`src/rtl/square_wave_seq_if.sv`:
```
// Control-side bundle for the square wave sequencer.
// slave  : sequencer view (table write, program control in; generator drive and status out)
// master : control/register logic view (the mirror of slave)
interface square_wave_seq_if #(
  parameter int unsigned PW = 4,
  parameter int unsigned RW = 4
);
  logic          wr_en;
  logic [1:0]    wr_addr;
  logic [PW-1:0] wr_on;
  logic [PW-1:0] wr_off;
  logic [RW-1:0] wr_rep;
  logic [1:0]    last;
  logic          loop;
  logic          start;
  logic          stop;
  logic [PW-1:0] on_period;
  logic [PW-1:0] off_period;
  logic          gen_reset;
  logic          busy;
  logic          done;
  logic [1:0]    cur_entry;

  modport slave (
    input  wr_en, wr_addr, wr_on, wr_off, wr_rep, last, loop, start, stop,
    output on_period, off_period, gen_reset, busy, done, cur_entry
  );

  modport master (
    output wr_en, wr_addr, wr_on, wr_off, wr_rep, last, loop, start, stop,
    input  on_period, off_period, gen_reset, busy, done, cur_entry
  );
endinterface

```
`src/rtl/square_wave_seq.sv`:
```
// Square wave generator sequencer.
// Plays a 4-entry program table of (on, off, repeat) entries into the generator,
// holding each entry for repeat*(on+off)*TICK cycles and re-phasing the generator
// with a one-cycle gen_reset pulse (the LOAD cycle) at every entry change.
// Ports:
//   clk   - system clock, rising edge
//   reset - asynchronous active-low reset (also clears the table)
//   bus   - slave modport: table write, last/loop/start/stop in;
//           on_period/off_period/gen_reset to generator, busy/done/cur_entry status out
module square_wave_seq #(
  parameter int unsigned PW   = 4,
  parameter int unsigned RW   = 4,
  parameter int unsigned TICK = 10,
  parameter int unsigned CW   = 12
) (
  input  logic              clk,
  input  logic              reset,
  square_wave_seq_if.slave  bus
);

  localparam int unsigned NENT = 4;

  typedef enum logic [1:0] {S_IDLE, S_LOAD, S_RUN, S_DONE} state_e;

  state_e        state_q, state_d;
  logic [1:0]    idx_q, idx_d;
  logic [1:0]    last_q, last_d;
  logic          loop_q, loop_d;
  logic [CW-1:0] dwell_q, dwell_d;
  logic [RW-1:0] rep_q, rep_d;

  logic [PW-1:0] on_tbl_q  [NENT];
  logic [PW-1:0] on_tbl_d  [NENT];
  logic [PW-1:0] off_tbl_q [NENT];
  logic [PW-1:0] off_tbl_d [NENT];
  logic [RW-1:0] rep_tbl_q [NENT];
  logic [RW-1:0] rep_tbl_d [NENT];

  logic [PW-1:0] on_q, on_d;
  logic [PW-1:0] off_q, off_d;
  logic          gen_rst_q, gen_rst_d;
  logic          busy_q, busy_d;
  logic          done_q, done_d;
  logic [1:0]    cur_q, cur_d;

  logic          enter_load;
  logic          end_entry;
  logic          goto_idle;

  // Dwell reload value for one on+off period: (on+off)*TICK-1 in CW bits.
  function automatic logic [CW-1:0] dwell_of(input logic [PW-1:0] on_v,
                                             input logic [PW-1:0] off_v);
    return CW'((CW'(on_v) + CW'(off_v)) * CW'(TICK)) - CW'(1);
  endfunction

  // Next-state and next-output logic; outputs are computed for the state being entered.
  always_comb begin
    state_d    = state_q;
    idx_d      = idx_q;
    last_d     = last_q;
    loop_d     = loop_q;
    dwell_d    = dwell_q;
    rep_d      = rep_q;
    on_tbl_d   = on_tbl_q;
    off_tbl_d  = off_tbl_q;
    rep_tbl_d  = rep_tbl_q;
    on_d       = on_q;
    off_d      = off_q;
    gen_rst_d  = gen_rst_q;
    busy_d     = busy_q;
    done_d     = 1'b0;
    cur_d      = cur_q;
    enter_load = 1'b0;
    end_entry  = 1'b0;
    goto_idle  = 1'b0;

    // Writes land before the load mux so a same-cycle start sees the new entry.
    if (state_q == S_IDLE && bus.wr_en) begin
      on_tbl_d[bus.wr_addr]  = bus.wr_on;
      off_tbl_d[bus.wr_addr] = bus.wr_off;
      rep_tbl_d[bus.wr_addr] = bus.wr_rep;
    end

    case (state_q)
      S_IDLE: begin
        if (bus.start && !bus.stop) begin
          enter_load = 1'b1;
          idx_d      = 2'd0;
          last_d     = bus.last;
          loop_d     = bus.loop;
        end
      end
      S_LOAD: begin
        if (bus.stop) begin
          goto_idle = 1'b1;
        end else if (rep_q == '0 || (on_q == '0 && off_q == '0)) begin
          end_entry = 1'b1;
        end else begin
          state_d   = S_RUN;
          gen_rst_d = 1'b0;
        end
      end
      S_RUN: begin
        if (bus.stop) begin
          goto_idle = 1'b1;
        end else if (dwell_q == '0) begin
          if (rep_q > RW'(1)) begin
            rep_d   = rep_q - RW'(1);
            dwell_d = dwell_of(on_q, off_q);
          end else begin
            end_entry = 1'b1;
          end
        end else begin
          dwell_d = dwell_q - CW'(1);
        end
      end
      S_DONE: begin
        goto_idle = 1'b1;
      end
      default: begin
        goto_idle = 1'b1;
      end
    endcase

    if (end_entry) begin
      if (idx_q < last_q) begin
        enter_load = 1'b1;
        idx_d      = idx_q + 2'd1;
      end else if (loop_q) begin
        enter_load = 1'b1;
        idx_d      = 2'd0;
      end else begin
        state_d   = S_DONE;
        done_d    = 1'b1;
        busy_d    = 1'b0;
        gen_rst_d = 1'b1;
        on_d      = '0;
        off_d     = '0;
      end
    end

    if (goto_idle) begin
      state_d   = S_IDLE;
      busy_d    = 1'b0;
      gen_rst_d = 1'b1;
      on_d      = '0;
      off_d     = '0;
    end

    if (enter_load) begin
      state_d   = S_LOAD;
      cur_d     = idx_d;
      on_d      = on_tbl_d[idx_d];
      off_d     = off_tbl_d[idx_d];
      rep_d     = rep_tbl_d[idx_d];
      dwell_d   = dwell_of(on_tbl_d[idx_d], off_tbl_d[idx_d]);
      gen_rst_d = 1'b1;
      busy_d    = 1'b1;
    end
  end

  // State, table and output registers.
  always_ff @(posedge clk or negedge reset) begin
    if (!reset) begin
      state_q   <= S_IDLE;
      idx_q     <= '0;
      last_q    <= '0;
      loop_q    <= 1'b0;
      dwell_q   <= '0;
      rep_q     <= '0;
      for (int i = 0; i < NENT; i++) begin
        on_tbl_q[i]  <= '0;
        off_tbl_q[i] <= '0;
        rep_tbl_q[i] <= '0;
      end
      on_q      <= '0;
      off_q     <= '0;
      gen_rst_q <= 1'b1;
      busy_q    <= 1'b0;
      done_q    <= 1'b0;
      cur_q     <= '0;
    end else begin
      state_q   <= state_d;
      idx_q     <= idx_d;
      last_q    <= last_d;
      loop_q    <= loop_d;
      dwell_q   <= dwell_d;
      rep_q     <= rep_d;
      on_tbl_q  <= on_tbl_d;
      off_tbl_q <= off_tbl_d;
      rep_tbl_q <= rep_tbl_d;
      on_q      <= on_d;
      off_q     <= off_d;
      gen_rst_q <= gen_rst_d;
      busy_q    <= busy_d;
      done_q    <= done_d;
      cur_q     <= cur_d;
    end
  end

  assign bus.on_period  = on_q;
  assign bus.off_period = off_q;
  assign bus.gen_reset  = gen_rst_q;
  assign bus.busy       = busy_q;
  assign bus.done       = done_q;
  assign bus.cur_entry  = cur_q;

endmodule
```
`src/flat_wrapper.sv`:
```
// flat-port wrapper written by rule: the top's interface ports become plain ports
module square_wave_seq_flat 
#(
  parameter int unsigned PW   = 4,
  parameter int unsigned RW   = 4,
  parameter int unsigned TICK = 10,
  parameter int unsigned CW   = 12
)
  (clk, reset, bus_wr_en, bus_wr_addr, bus_wr_on, bus_wr_off, bus_wr_rep, bus_last, bus_loop, bus_start, bus_stop, bus_on_period, bus_off_period, bus_gen_reset, bus_busy, bus_done, bus_cur_entry);
  square_wave_seq_if #(.PW(PW), .RW(RW)) bus_i ();
  input  logic clk;
  input  logic reset;
  input wire logic [$bits(bus_i.wr_en)-1:0] bus_wr_en;
  input wire logic [$bits(bus_i.wr_addr)-1:0] bus_wr_addr;
  input wire logic [$bits(bus_i.wr_on)-1:0] bus_wr_on;
  input wire logic [$bits(bus_i.wr_off)-1:0] bus_wr_off;
  input wire logic [$bits(bus_i.wr_rep)-1:0] bus_wr_rep;
  input wire logic [$bits(bus_i.last)-1:0] bus_last;
  input wire logic [$bits(bus_i.loop)-1:0] bus_loop;
  input wire logic [$bits(bus_i.start)-1:0] bus_start;
  input wire logic [$bits(bus_i.stop)-1:0] bus_stop;
  output wire logic [$bits(bus_i.on_period)-1:0] bus_on_period;
  output wire logic [$bits(bus_i.off_period)-1:0] bus_off_period;
  output wire logic [$bits(bus_i.gen_reset)-1:0] bus_gen_reset;
  output wire logic [$bits(bus_i.busy)-1:0] bus_busy;
  output wire logic [$bits(bus_i.done)-1:0] bus_done;
  output wire logic [$bits(bus_i.cur_entry)-1:0] bus_cur_entry;
  assign bus_i.wr_en = bus_wr_en;
  assign bus_i.wr_addr = bus_wr_addr;
  assign bus_i.wr_on = bus_wr_on;
  assign bus_i.wr_off = bus_wr_off;
  assign bus_i.wr_rep = bus_wr_rep;
  assign bus_i.last = bus_last;
  assign bus_i.loop = bus_loop;
  assign bus_i.start = bus_start;
  assign bus_i.stop = bus_stop;
  assign bus_on_period = bus_i.on_period;
  assign bus_off_period = bus_i.off_period;
  assign bus_gen_reset = bus_i.gen_reset;
  assign bus_busy = bus_i.busy;
  assign bus_done = bus_i.done;
  assign bus_cur_entry = bus_i.cur_entry;
  square_wave_seq #(.PW(PW), .RW(RW), .TICK(TICK), .CW(CW)) u_core (.clk(clk), .reset(reset), .bus(bus_i));
endmodule
```
`config.mk`:
```
export PLATFORM = sky130hd
export DESIGN_NAME = square_wave_seq_flat
export DESIGN_NICKNAME = d
export VERILOG_FILES = /design/src/rtl/square_wave_seq_if.sv /design/src/rtl/square_wave_seq.sv /design/src/flat_wrapper.sv
export SDC_FILE = /design/constraint.sdc
export NUM_CORES = 1
export LEC_CHECK = 0
export CAP_MARGIN = 20
export CELL_PAD_IN_SITES_DETAIL_PLACEMENT = 0
export CELL_PAD_IN_SITES_GLOBAL_PLACEMENT = 2
export CORE_ASPECT_RATIO = 1.4
export CORE_UTILIZATION = 43
export DETAILED_ROUTE_END_ITERATION = 10
export GPL_TIMING_DRIVEN = 0
export PLACE_DENSITY_LB_ADDON = 0.1
export SYNTH_ARGS = -nofsm -noshare
export SYNTH_HDL_FRONTEND = slang
export SYNTH_SLANG_ARGS = --single-unit
```
`constraint.sdc`:
```
create_clock -name clk -period 13.3 [get_ports clk]
set_clock_uncertainty 0.1 [all_clocks]
set_input_delay 1.33 -clock clk [delete_from_list [all_inputs] [get_ports clk]]
set_output_delay 1.33 -clock clk [all_outputs]
set_load 0.005 [all_outputs]
```
==> flow_metrics.tcl <==
set metrics [dict create \
    die_area_um2 12500 \
    slew_viol_final 0 \
    first_global_vias 3823 \
    fin_util 0.5116 \
    min_to "u_core.bus.gen_reset$_DFF_PN1_" \
    final_nets 568 \
    grt_overflow 0 \
    regToRegSetupSlack_ns 7.21 \
    worstHoldPathCells 2 \
    drive_gt1_frac 0.1838 \
    holdCritPathClass "reg -> reg" \
    synth_top_cell_by_area "dfrtp_1" \
    dp_hpwl_mm 9.505 \
    synthFlopType "dfrtp_1" \
    grt_max_degree 52 \
    cts.clk_slew.worst_paths_ns 0.06 \
    clock_latency_ns 0.34 \
    drc 0 \
    timing.final.crit_share 0.5078 \
    synth_area_per_cell_um2 11.12 \
    wl_per_cell_um 18.61 \
    vias 3726 \
    synthTopCellsByArea "dfrtp_1 40%, mux2_2 11%, ha_1 7.2%, mux2i_1 6.6%, nand2_1 2.8%" \
    rsz0062_at_grt "no" \
    reg2reg_depth 19 \
    io_pins 35 \
    syn_area_um2 5184 \
    cpMaxStageDelayCell "a32oi_1" \
    area_growth_syn_to_layout_pct 16.08 \
    hold_start "u_core.bus.gen_reset$_DFF_PN1_" \
    routabilityCongestion 0.7799 \
    cts_buffers 9 \
    critical_path_class "in -> reg" \
    wl_met3_um 272 \
    wl_met1_mm 5.331 \
    rows 47 \
    avgViaCountPerCell 5.611 \
    worstSetupStartpointType "primary input" \
    r2r-end "u_core.dwell_q[8]$_DFFE_PN0P_" \
    routed.top_layer "met4" \
    cts_hold_buffers 0 \
    clockBufferDepth 2 \
    detail-route-antenna-nets 0 \
    first_iter_violations 136 \
    critPathArrivalTime_ns 6.91 \
    antenna_cells 0 \
    cts_root_buf "clkbuf_16" \
    yosys_warnings 0 \
    critPathCaptureType "flip-flop" \
    ys_seq_area_frac 0.4057 \
    htree_levels 3 \
    crit_path_cell_trace "clkdlybuf4s50_1 -> nand3b_1 -> a32oi_1 -> mux2i_4 -> buf_12 -> mux2i_1 -> mux2i_1 -> ha_1 -> fa_1 -> a21o_1 -> a21o_1 -> ha_1 -> or2_2 -> a221oi_1 -> nor2_1 -> xnor2_1 -> nand4_1 -> a31oi_1" \
    initial_utilization 0.4407 \
    crit_fanout 10 \
    die_w_um 94.80 \
    status "complete, no violations" \
    core_area_um2 11760 \
    numPortBuffers 34 \
    setup-violations-final 0 \
    synth.distinct_cells 62 \
    firstDrtPassIters 4 \
    maxCapViolations 0 \
    syn_inst 466 \
    worst_slew_pin_slew_ns 0.8289 \
    fillers 1123 \
    globalRouteTotalUtil 0.2112 \
    post-cts-setup-buffers 0 \
    die_h_um 131.9 \
    ys_async_sr_fraction 1.000 \
    grt_antenna_before_repair 0 \
    r2r_start "u_core.state_q[0]$_DFF_PN0_" \
    wl_mm 12.36 \
    synth-edff-count 0 \
    wl_met2_mm 6.524 \
    worstPathRequired_ns 13.46 \
    synth_most_common_cell "dfrtp_1" \
    cts_sinks 84 \
    final.setup.tns_ns 0 \
    synth.top_cells.by_count "83 x dfrtp_1, 52 x mux2_2, 38 x nand2_1" \
    syn-num-nets 522 \
    fmax_ghz 0.1481 \
    cts_tree "done" \
    cpPeakStageDelay_ns 0.72 \
    hold_viol 0 \
    period_needed_ns 6.753 \
    grt_pass1_wl_mm 20.02 \
    slew_headroom 0.4396 \
    cts_resized 0 \
    ys_ff_latch 84 \
    synth_top_area_share 0.4007 \
]
[flip-flops by register name (all words and copies together), names as in the netlist]
| name | flops |
|---|---|
| u_core.bus.busy | 1 |
| u_core.dwell_q | 12 |
| u_core.idx_q | 2 |
| u_core.bus.on_period | 4 |
| u_core.bus.cur_entry | 2 |
| u_core.off_tbl_q | 16 |
| u_core.rep_tbl_q | 16 |
| u_core.loop_q | 1 |
| u_core.state_q | 2 |
| u_core.on_tbl_q | 16 |
| u_core.bus.done | 1 |
| u_core.last_q | 2 |
| u_core.rep_q | 4 |
| u_core.bus.off_period | 4 |
| u_core.bus.gen_reset | 1 |
[logic make-up (layout without fill, tap and decap cells)]
family,count (synthesis),after routing,synth area share
and+or+nand+nor,119,119,0.1226
AOI/OAI and AO/OA,90,90,0.1330
muxes,87,87,0.1830
DFF,84,84,0.4057
adders and majority gates,34,34,0.08786
buffers and inverters,34,85,0.03475
xor gates and xnor gates,18,18,0.03307
[worst max-delay path, delay by kind of cell]
family | cells | cell delay (ns)
AOI/OAI and AO/OA | 5 | 1.73
xor gates and xnor gates | 1 | 0.43
adders and majority gates | 3 | 0.94
buffers and inverters | 2 | 0.70
muxes | 3 | 0.68
and+or+nand+nor | 4 | 1.09
[cell type report]
class | count | area, µm² | area share
clock buffers | 10 | 229.0 | 0.03805
inverters | 18 | 67.56 | 0.01123
flip-flops and latches | 84 | 2103 | 0.3496
plain buffers | 16 | 112.6 | 0.01871
repair buffers | 35 | 365.4 | 0.06072
multi-input cells | 348 | 2900 | 0.4820
well taps | 147 | 183.9 | 0.03057
clock inverters | 6 | 55.05 | 0.009150
[placed cells by master (no fill, tap or decap), types with 6 or more instances in the layout]
| cell type | count |
|---|---|
| inv_1 | 18 |
| o221ai_2 | 9 |
| clkdlybuf4s50_1 | 33 |
| nor2_1 | 21 |
| mux2i_1 | 34 |
| a21oi_1 | 16 |
| a21o_1 | 9 |
| nand2_1 | 38 |
| clkbuf_16 | 9 |
| xor2_1 | 9 |
| nand2b_1 | 6 |
| mux2_2 | 52 |
| nand3_1 | 7 |
| dfrtp_1 | 83 |
| o21ai_0 | 9 |
| ha_1 | 30 |
| nor3_1 | 11 |
| xnor2_1 | 8 |
[routing by layer]
metal | vias up | global-route usage
met3 | 12 | 0.02884
met1 | 1836 | 0.2597
met2 | 46 | 0.3793
met4 | 0 | 0.05640
li1 | 1832 | -
met5 | - | 0
[through the flow]
step / hold slack (ns) / std cells / setup WS (ns) / instance area, µm²
after floorplan: 0.3482 / 466 / 7.564 / 5184
after global placement: 0.3480 / 647 / 6.205 / 5708
after detailed placement: 0.3516 / 648 / 6.186 / 5733
after CTS: 0.3631 / 664 / 6.522 / 6017
after global routing: 0.3916 / 664 / 6.018 / 6017
final: 0.3574 / 664 / 6.547 / 6017
[worst max-delay path by stage]
stage	startpoint	end	slack (ns)	cells past startpoint
floorplan	bus_stop	u_core.dwell_q[8]$_DFFE_PN0P_	7.56	16
global placement	bus_stop	u_core.dwell_q[8]$_DFFE_PN0P_	6.21	18
detailed placement	bus_stop	u_core.dwell_q[8]$_DFFE_PN0P_	6.19	18
CTS	bus_stop	u_core.dwell_q[8]$_DFFE_PN0P_	6.52	18
global route	bus_stop	u_core.dwell_q[11]$_DFFE_PN0P_	6.02	18
finish	bus_stop	u_core.dwell_q[8]$_DFFE_PN0P_	6.55	18
Power is not shown: default switching activity piles up to over one toggle a cycle in this logic, so the estimate is an artifact.
